--- config.mk ---
export PLATFORM = sky130hd
export DESIGN_NAME = notch_biquad_tdm
export DESIGN_NICKNAME = d
export VERILOG_FILES = /design/src/rtl/notch_biquad_tdm.sv
export SDC_FILE = /design/constraint.sdc
export NUM_CORES = 2
export LEC_CHECK = 0
export BUFFER_PORTS_ARGS = -buffer_cell sky130_fd_sc_hd__buf_4
export CAP_MARGIN = 5
export CORE_ASPECT_RATIO = 0.8
export CORE_MARGIN = 2
export CORE_UTILIZATION = 30
export CTS_CLUSTER_SIZE = 28
export DETAILED_ROUTE_END_ITERATION = 6
export SKIP_LAST_GASP = 1
export SLEW_MARGIN = 10
export SYNTH_ARGS = -nofsm -noshare
export SYNTH_HDL_FRONTEND = slang
export SYNTH_SLANG_ARGS = --single-unit
--- constraint.sdc ---
create_clock -name clk -period 12.24 [get_ports clk]
set_input_delay 1.224 -clock clk [delete_from_list [all_inputs] [get_ports clk]]
set_output_delay 1.224 -clock clk [all_outputs]
set_load 0.05 [all_outputs]
--- src/rtl/notch_biquad_tdm.sv ---
// notch_biquad_tdm: direct-form-I biquad IIR, time-multiplexed over CH
// channels with per-channel x/y history and a single shared multiplier.
//   y = sat_W(round((b0*x + b1*x1 + b2*x2 - a1*y1 - a2*y2) >>> (CW-2)))
// Optional build macro: NOTCH_OVF_FLAG_EN adds a sticky `ovf` output that
// records any sample whose pre-saturation value left the W-bit range.
module notch_biquad_tdm #(
    parameter int W   = 16,
    parameter int CW  = 16,
    parameter int CH  = 4,
    parameter int CHW = 2
) (
    input  logic           clk,
    input  logic           rst_n,
    input  logic           in_valid,
    output logic           in_ready,
    input  logic [W-1:0]   in_data,
    input  logic [CHW-1:0] in_ch,
    input  logic [CW-1:0]  coef_b0,
    input  logic [CW-1:0]  coef_b1,
    input  logic [CW-1:0]  coef_b2,
    input  logic [CW-1:0]  coef_a1,
    input  logic [CW-1:0]  coef_a2,
    output logic           out_valid,
    input  logic           out_ready,
    output logic [W-1:0]   out_data,
    output logic [CHW-1:0] out_ch
`ifdef NOTCH_OVF_FLAG_EN
    ,
    output logic           ovf
`endif
);

    localparam int AW    = W + CW + 3;   // accumulator, cannot overflow
    localparam int PW    = W + CW + 1;   // product, room for negation
    localparam int DEPTH = 1 << CHW;
    localparam logic [2:0] LAST_TAP = 3'd5;  // tap slot that forms y

    localparam logic signed [AW-1:0] ROUND =
        {{(AW-CW+2){1'b0}}, 1'b1, {(CW-3){1'b0}}};
    localparam logic signed [AW-1:0] SAT_MAX =
        {{(AW-W+1){1'b0}}, {(W-1){1'b1}}};
    localparam logic signed [AW-1:0] SAT_MIN =
        {{(AW-W+1){1'b1}}, {(W-1){1'b0}}};

    typedef enum logic [1:0] {S_IDLE, S_MAC, S_OUT} state_t;

    state_t state_q, state_d;
    logic   run_q;
    logic   accept;
    logic   chan_ok;

    // Captured sample, channel and coefficients for the sample in flight.
    logic signed [W-1:0]  x_q;
    logic [CHW-1:0]       ch_q;
    logic                 drop_q;
    logic signed [CW-1:0] b0_q, b1_q, b2_q, a1_q, a2_q;

    // Shared multiplier / accumulator.
    logic [2:0]           tap_q;
    logic signed [CW-1:0] coef_sel;
    logic signed [W-1:0]  samp_sel;
    logic                 neg_sel;
    logic signed [PW-1:0] prod_raw, prod_sel, prod_q;
    logic signed [AW-1:0] acc_q, prod_ext, sum_full, shifted;
    logic                 over, under;
    logic signed [W-1:0]  y_sat;

    // Per-channel history; entries at or above CH are never written.
    logic signed [W-1:0] x1_mem [DEPTH];
    logic signed [W-1:0] x2_mem [DEPTH];
    logic signed [W-1:0] y1_mem [DEPTH];
    logic signed [W-1:0] y2_mem [DEPTH];

    assign chan_ok = ({1'b0, in_ch} < (CHW+1)'(CH));
    assign accept  = in_valid && in_ready;

    // State register; run_q holds in_ready low until the first edge after reset release.
    // NOTE: sequential state uses non-blocking (<=) so every flop samples pre-edge values.
    always_ff @(posedge clk) begin
        if (!rst_n) begin
            state_q <= S_IDLE;
            run_q   <= 1'b0;
        end else begin
            state_q <= state_d;
            run_q   <= 1'b1;
        end
    end

    // Next-state and handshake outputs.
    // NOTE: every output of a combinational block gets a default first, so no latch is inferred.
    always_comb begin
        state_d   = state_q;
        in_ready  = 1'b0;
        out_valid = 1'b0;
        case (state_q)
            S_IDLE: begin
                in_ready = rst_n && run_q;
                if (in_valid && rst_n && run_q) state_d = S_MAC;
            end
            S_MAC: begin
                if (drop_q)                  state_d = S_IDLE;
                else if (tap_q == LAST_TAP)  state_d = S_OUT;
            end
            S_OUT: begin
                out_valid = 1'b1;
                if (out_ready) state_d = S_IDLE;
            end
            default: state_d = S_IDLE;
        endcase
    end

    // Operand select for the current tap; feedback terms are negated.
    always_comb begin
        coef_sel = b0_q;
        samp_sel = x_q;
        neg_sel  = 1'b0;
        case (tap_q)
            3'd1: begin coef_sel = b1_q; samp_sel = x1_mem[ch_q]; end
            3'd2: begin coef_sel = b2_q; samp_sel = x2_mem[ch_q]; end
            3'd3: begin coef_sel = a1_q; samp_sel = y1_mem[ch_q]; neg_sel = 1'b1; end
            3'd4: begin coef_sel = a2_q; samp_sel = y2_mem[ch_q]; neg_sel = 1'b1; end
            default: ;
        endcase
        prod_raw = PW'(coef_sel) * PW'(samp_sel);
        prod_sel = neg_sel ? -prod_raw : prod_raw;
    end

    // Final sum, rounding, arithmetic shift back to sample scale, saturation.
    always_comb begin
        prod_ext = {{(AW-PW){prod_q[PW-1]}}, prod_q};
        sum_full = acc_q + prod_ext + ROUND;
        shifted  = sum_full >>> (CW-2);
        over     = shifted > SAT_MAX;
        under    = shifted < SAT_MIN;
        if (over)       y_sat = SAT_MAX[W-1:0];
        else if (under) y_sat = SAT_MIN[W-1:0];
        else            y_sat = shifted[W-1:0];
    end

    // Datapath: capture at accept, pipelined multiply-accumulate, output hold, history update.
    always_ff @(posedge clk) begin
        if (!rst_n) begin
            // NOTE: history must restart from zero, so the memories are cleared explicitly in reset.
            for (int i = 0; i < DEPTH; i++) begin
                x1_mem[i] <= '0;
                x2_mem[i] <= '0;
                y1_mem[i] <= '0;
                y2_mem[i] <= '0;
            end
            x_q      <= '0;
            ch_q     <= '0;
            drop_q   <= 1'b0;
            b0_q     <= '0;
            b1_q     <= '0;
            b2_q     <= '0;
            a1_q     <= '0;
            a2_q     <= '0;
            tap_q    <= '0;
            prod_q   <= '0;
            acc_q    <= '0;
            out_data <= '0;
            out_ch   <= '0;
        end else begin
            case (state_q)
                S_IDLE: begin
                    if (accept) begin
                        x_q    <= in_data;
                        ch_q   <= in_ch;
                        drop_q <= !chan_ok;
                        b0_q   <= coef_b0;
                        b1_q   <= coef_b1;
                        b2_q   <= coef_b2;
                        a1_q   <= coef_a1;
                        a2_q   <= coef_a2;
                        tap_q  <= '0;
                        acc_q  <= '0;
                    end
                end
                S_MAC: begin
                    if (!drop_q) begin
                        // Product registered in slot t is accumulated in slot t+1.
                        if (tap_q != LAST_TAP) begin
                            prod_q <= prod_sel;
                            tap_q  <= tap_q + 3'd1;
                        end
                        if (tap_q != 3'd0) acc_q <= acc_q + prod_ext;
                        if (tap_q == LAST_TAP) begin
                            out_data <= y_sat;
                            out_ch   <= ch_q;
                        end
                    end
                end
                S_OUT: begin
                    if (out_ready) begin
                        x2_mem[ch_q] <= x1_mem[ch_q];
                        x1_mem[ch_q] <= x_q;
                        y2_mem[ch_q] <= y1_mem[ch_q];
                        y1_mem[ch_q] <= out_data;
                    end
                end
                default: ;
            endcase
        end
    end

`ifdef NOTCH_OVF_FLAG_EN
    logic ovf_pend_q;
    logic ovf_q;

    // Remember the range violation when y is formed; make it sticky on the output handshake.
    always_ff @(posedge clk) begin
        if (!rst_n) begin
            ovf_pend_q <= 1'b0;
            ovf_q      <= 1'b0;
        end else begin
            if (state_q == S_MAC && !drop_q && tap_q == LAST_TAP)
                ovf_pend_q <= over || under;
            if (state_q == S_OUT && out_ready && ovf_pend_q)
                ovf_q <= 1'b1;
        end
    end

    assign ovf = ovf_q;
`else
    // Without the flag, over/under only steer the saturation mux.
`endif

endmodule

### Yosys cells after proc, flatten, opt, wreduce, memory -nomap -nowiden

Memories as Yosys holds them, arrays and structs flattened. A register that Yosys moved wholly into a read port is not among the register bits.
Index checks and enable logic that the tools add are counted.
W data, S select, Z words.

* bits in latches: 0
* bits of input ports: 102
* logic and storage cells: 101
* memory bits (read-only): 0
* memories kept: 4
* RAM bits: 256
* register bits: 190

Memory list
* x1_mem: words 4, bits a word 16, rd ports 1, clocked after Yosys merged registers in 1, write ports 4, RTL line 69 `logic signed [W-1:0] x1_mem [DEPTH];`
* x2_mem: words 4, bits a word 16, rd ports 1, clocked after Yosys merged registers in 1, write ports 4, RTL line 70 `logic signed [W-1:0] x2_mem [DEPTH];`
* y1_mem: words 4, bits a word 16, rd ports 1, clocked after Yosys merged registers in 1, write ports 4, RTL line 71 `logic signed [W-1:0] y1_mem [DEPTH];`
* y2_mem: words 4, bits a word 16, rd ports 1, clocked after Yosys merged registers in 1, write ports 4, RTL line 72 `logic signed [W-1:0] y2_mem [DEPTH];`

* muxes and demuxes: 44
* add/subtract/negate cells: 4
* shifts and indexed selects: 0
* div/mod/pow operators: 0
* equal/unequal tests: 14
* reductions and logical operators: 18
* order comparisons: 2
* bitwise gates (word level): 0
* multipliers: 1

Operators by type and width (count)
* $pmux W16 S4: 2
* $mux W16: 6
* $mux W35: 2
* $pmux W35 S2: 1
* $reduce_or A16 Y1: 4
* $add A35 B15 Y35 const B: 1
* $add A35 B33 Y35: 1
* $mux W33: 1
* $neg A32 Y33: 1
* $mul A16 B16 Y32: 1
* $mux W2: 15
* $gt A21 B16 Y1 const B: 1
* $lt A21 B16 Y1 const B: 1
* $mux W1: 13
* $ne A2 B2 Y1 const B: 6
* $reduce_and A3 Y1: 3
* $eq A3 B2 Y1 const B: 2
* $eq A3 B3 Y1 const B: 2
* $mux W3: 2
* $pmux W2 S3: 1
* $pmux W3 S2: 1
* $reduce_and A2 Y1: 3
* $logic_and A1 B1 Y1: 4
* $add A3 B1 Y3 const B: 1
* 8 further kinds: 8

### Longest topological paths before layout

* depth in word-level cells: 6
* gate-level depth with buffers: 36

### Worst setup path before layout

OpenSTA, ideal clock, no wires.

* kind: reg2reg
* from: register tap_q[0]
* to: register prod_q[31]
* arrival: 8.546 ns
* path buffers: 4
* period minus slack after synthesis: 8.679 ns
* setup slack: 3.561 ns
* stages on the path, launching flop included: 32
* data required time: 12.107 ns
* cell sequence: dfxtp_1 > inv_1 > ha_1 > and2_1 > clkbuf_1 > o21bai_1 > clkbuf_1 > buf_1 > o21ai_1 > or2_2 > fa_1 > inv_1 > fa_1 > fa_1 > fa_1 > fa_1 > inv_1 > fa_1 > inv_1 > ha_1 > clkbuf_1 > a21o_1 > a21oi_1 > o31ai_1 > a31o_2 > a311oi_1 > xnor2_1 > nor3_2 > nand3b_1 > nor4_2 > mux2i_1 > o211ai_1

* word-level cells in the longest chain between the ends: 5

Ends and longest elaborated chain
* start, declared: RTL line 59 `logic [2:0] tap_q;`
* start signal, assigned: RTL line 184 `tap_q <= tap_q + 3'd1;`
* $eq A3 B3 Y1, or another cell as far along: RTL line 117 `case (tap_q)`
* $pmux W16 S4: RTL line 117
* $mul A16 B16 Y32: RTL line 124 `prod_raw = PW'(coef_sel) * PW'(samp_sel);`
* $neg A32 Y33: RTL line 125 `prod_sel = neg_sel ? -prod_raw : prod_raw;`
* $mux W33: RTL line 125
* end signal, assigned: RTL line 183 `prod_q <= prod_sel;`
* end, declared: RTL line 63 `logic signed [PW-1:0] prod_raw, prod_sel, prod_q;`

Parallel ways exist; a longest one is shown, timed or not.
A chain may end at the register's enable or synchronous reset.

### Final worst setup path

* from: register tap_q[2]
* to: register prod_q[26]

Same word-level chain as after synthesis.

==> results.md <==
- Synthesized-area fraction occupied by and/or/nand/nor cells: 0.172
- Pins over their slew limit: 0
- DRT iter0 DRCs: a little over 2000
- Clock buffer depth: 3
- Sw frac: 0.292
- WP data arrival: roughly 10 ns
- Leak pwr: around 15 nW
- Port Buffers: approximately 120
- Fmax: roughly 100 MHz
- Post-synthesis xor/xnor area fraction: 0.0266
- CP endpoint kind: register
- Synthesis-to-layout area growth: 13.1%
- CTS root buf: clkbuf_16
- Row cnt: 107
- Grt ovf: 0
- Setup violations, final: 0
- Initial Util: 0.302
- Clk Latency, worst-skew pair: around 0.62 ns
- Top-count cell post-synth: nand2_1
- Vias post-DR: 23400
- Setup Buffers After CTS: 0
- Largest family of logic cells by synthesized area: adder cells
- Mapped Cells: 3226
- Number of global-route vias before repair: about 24000
- Final Hold Fails: 0
- Core area: 106000 µm²
- Post-synth ARST share: 0
- Layout cells sized above 1: 0.127
- Synth Area in Compound Gates: 0.117
- Yosys top cell by area: edfxtp_1
- Mux contribution to synthesized area: 0.0521
- Slowest stage delay, CP: 0.70 ns
- H-tree levels: 2
- Clk sinks: approximately 450
- Ranking of synthesized cells by area: edfxtp_1, fa_1, dfxtp_1
- Status: completed
- Most frequent CP cell: fa_1
- Slew headroom: 0.212
- Adder-cell share of the synthesized area: 0.212
- Max Cap Viol: 0
- DP Wirelength: around 65 mm
- Hold Crit Class: register to register
- Crit-path max FO: 22
- Worst VDD drop: between 0.0001 and 0.00015 V
- Die Wd: about 370 µm
- Clock power frac: 0.386
- Clock slew at reported path FFs: about 0.07 ns
- Placed instance count: ~4700
- Vias/cell: around 5
- Io pins: between 100 and 150
- Clock buffer count from CTS: 47
- CP startpoint kind: register
- Post-Syn Area: around 32000 µm²
- Total Routed Length: approximately 90 mm
- Antenna cells: 0
- Average size of a mapped cell: slightly below 10 µm²
- Clock tree from TritonCTS: yes
- Top post-synthesis cells by count: nand2_1, inv_1, nor2_1, and2_1, fa_1
- Number of distinct library cells after synthesis: 102
- Period minus WS final: a little under 10 ns
- Drt drc: 0
- Hold-fix buffers at CTS: 0
- PwrDens: around 110 nW/µm²
- Pre-Repair DR Iteration Count: 5
- Post-synth EDFFs: 256
- Post_cts resized: 0
- Die ar.: approximately 110000 µm²
- Combinational share of power: 0.186
- All-Layer GR Usage: 0.166
- Slew @ Worst Pin: around 1.2 ns
- Antenna-violating nets left: 0
- Primary FF master, synth: edfxtp_1
- NumNets Final: about 3800
- Seq pwr share: 0.428
- Crit path kind: register to register
- Pin count of the biggest net entering global routing: 93
- Chip height: approximately 300 µm
- Routed len/inst: between 15 and 20 µm
- Flops & latches, synth: around 450
- Worst path slowest cell: a31oi_1
- Yosys warns: 0
- Skew final: roughly 0.033 ns
- Sequential fraction of the synthesis area: 0.359
- Area fraction of the dominant cell type after synthesis: 0.240
- Int Power: between 2 and 3 mW
- RSZ-0062 raised after global routing: no
- Non-filler cells, final: 4744
- Synthesized Nets: roughly 3700
- Final Cycle Share: 0.788
- Worst path required time: around 13 ns
- Initial antenna violation count: 2
- First-pass GRT wire length: between 100 and 150 mm
- Final Wtd Congestion: between 0.9 and 1
- Fin Setup TNS: 0 ns
- Sw Pwr: around 1.1 mW
## flip-flops by register name, summed over array words and instances (netlist names), named ones only
| signal | flops |
|---|---|
| acc_q | 35 |
| x2_mem | 64 |
| run_q | 1 |
| x_q | 16 |
| x1_mem | 64 |
| b2_q | 16 |
| b1_q | 16 |
| state_q | 2 |
| out_ch | 2 |
| prod_q | 33 |
| y2_mem | 64 |
| tap_q | 3 |
| y1_mem | 64 |
| a1_q | 16 |
| a2_q | 16 |
| ch_q | 2 |
| b0_q | 16 |
| out_data | 16 |
## power groups by stage
stage | Clock (mW) | Combinational (mW) | Sequential (mW)
finish | 1.50 | 0.723 | 1.66
global placement | 0 | 0.716 | 1.69
floorplan | 0 | 0.500 | 1.68
detailed placement | 0 | 0.716 | 1.69
CTS | 1.53 | 0.727 | 1.66
global route | 1.59 | 0.810 | 1.67
## per-layer routing
layer | part of all wire | GRT usage
met5 | 0 | 0
met3 | 0.085 | 0.0405
met4 | 0.015 | 0.0298
met2 | 0.43 | 0.248
met1 | 0.47 | 0.245
## worst max-delay path, delay by kind of cell (launching register included)
family / cells / cell delay, ns
fa+ha+maj: 7 / 3.54
compound gates: 8 / 2.59
simple gates: 7 / 1.84
buf+inv: 6 / 0.66
flops: 1 / 0.62
xor+xnor: 2 / 0.25
## logic make-up (layout without fill, tap and decap cells)
family                   after synthesis  in the layout
AND/OR/NAND/NOR                     1131           1131
AO/OA/AOI/OAI                        566            566
buffers and inverters                513            614
flip-flops                           448            448
adder cells (fa/ha/maj)              386            386
XOR/XNOR                              95             95
multiplexers                          87             87
## metrics by stage
stage                     total power, mW  cell area [µm²]  worst slack [ns]  utilization  hold WS [ns]
after global routing                 4.07            36300              1.86        0.341         0.465
after floorplan                      2.18            32100              3.56            -         0.436
final                                3.88            36300              2.59        0.341         0.455
after detailed placement             2.41            34700              2.69        0.326         0.446
after CTS                            3.92            36300              2.63        0.341         0.455
after global placement               2.41            34700              2.80        0.326         0.442
## layout make-up
type                       count  area [µm²]
sequential                   448       11500
inverter                     348        1310
fill                       10900       70000
timing repair buffer         179        1360
clock buffer                  66        1330
multi-input combinational   2265       18700
clock inverter                21         292
tap                         1417        1770
## final timing paths
kind | end | cells after the start | slack, ns | startpoint
worst max-delay path | prod_q[26] | 30 | 2.59 | tap_q[2]
worst min-delay path | b1_q[6] | 2 | 0.45 | b1_q[6]
worst max register to register | prod_q[26] | 30 | 2.59 | tap_q[2]
worst min register to register | b1_q[6] | 2 | 0.45 | b1_q[6]
## layout by cell type, fill, tap and decap left out, types with 30 or more instances in the layout
master	Yosys	layout
xnor2_1	64	64
edfxtp_1	256	256
fa_1	264	264
nand3_1	53	53
a21oi_1	210	208
a22oi_1	73	73
inv_1	347	347
nor2_1	281	281
mux4_2	64	64
nand2_1	378	377
o21ai_0	53	52
a21o_1	30	30
dfxtp_1	192	190
ha_1	122	122
buf_4	0	178
and2_1	269	267
clkbuf_16	0	47
No activity file was read; power rests on OpenSTA's default activity.
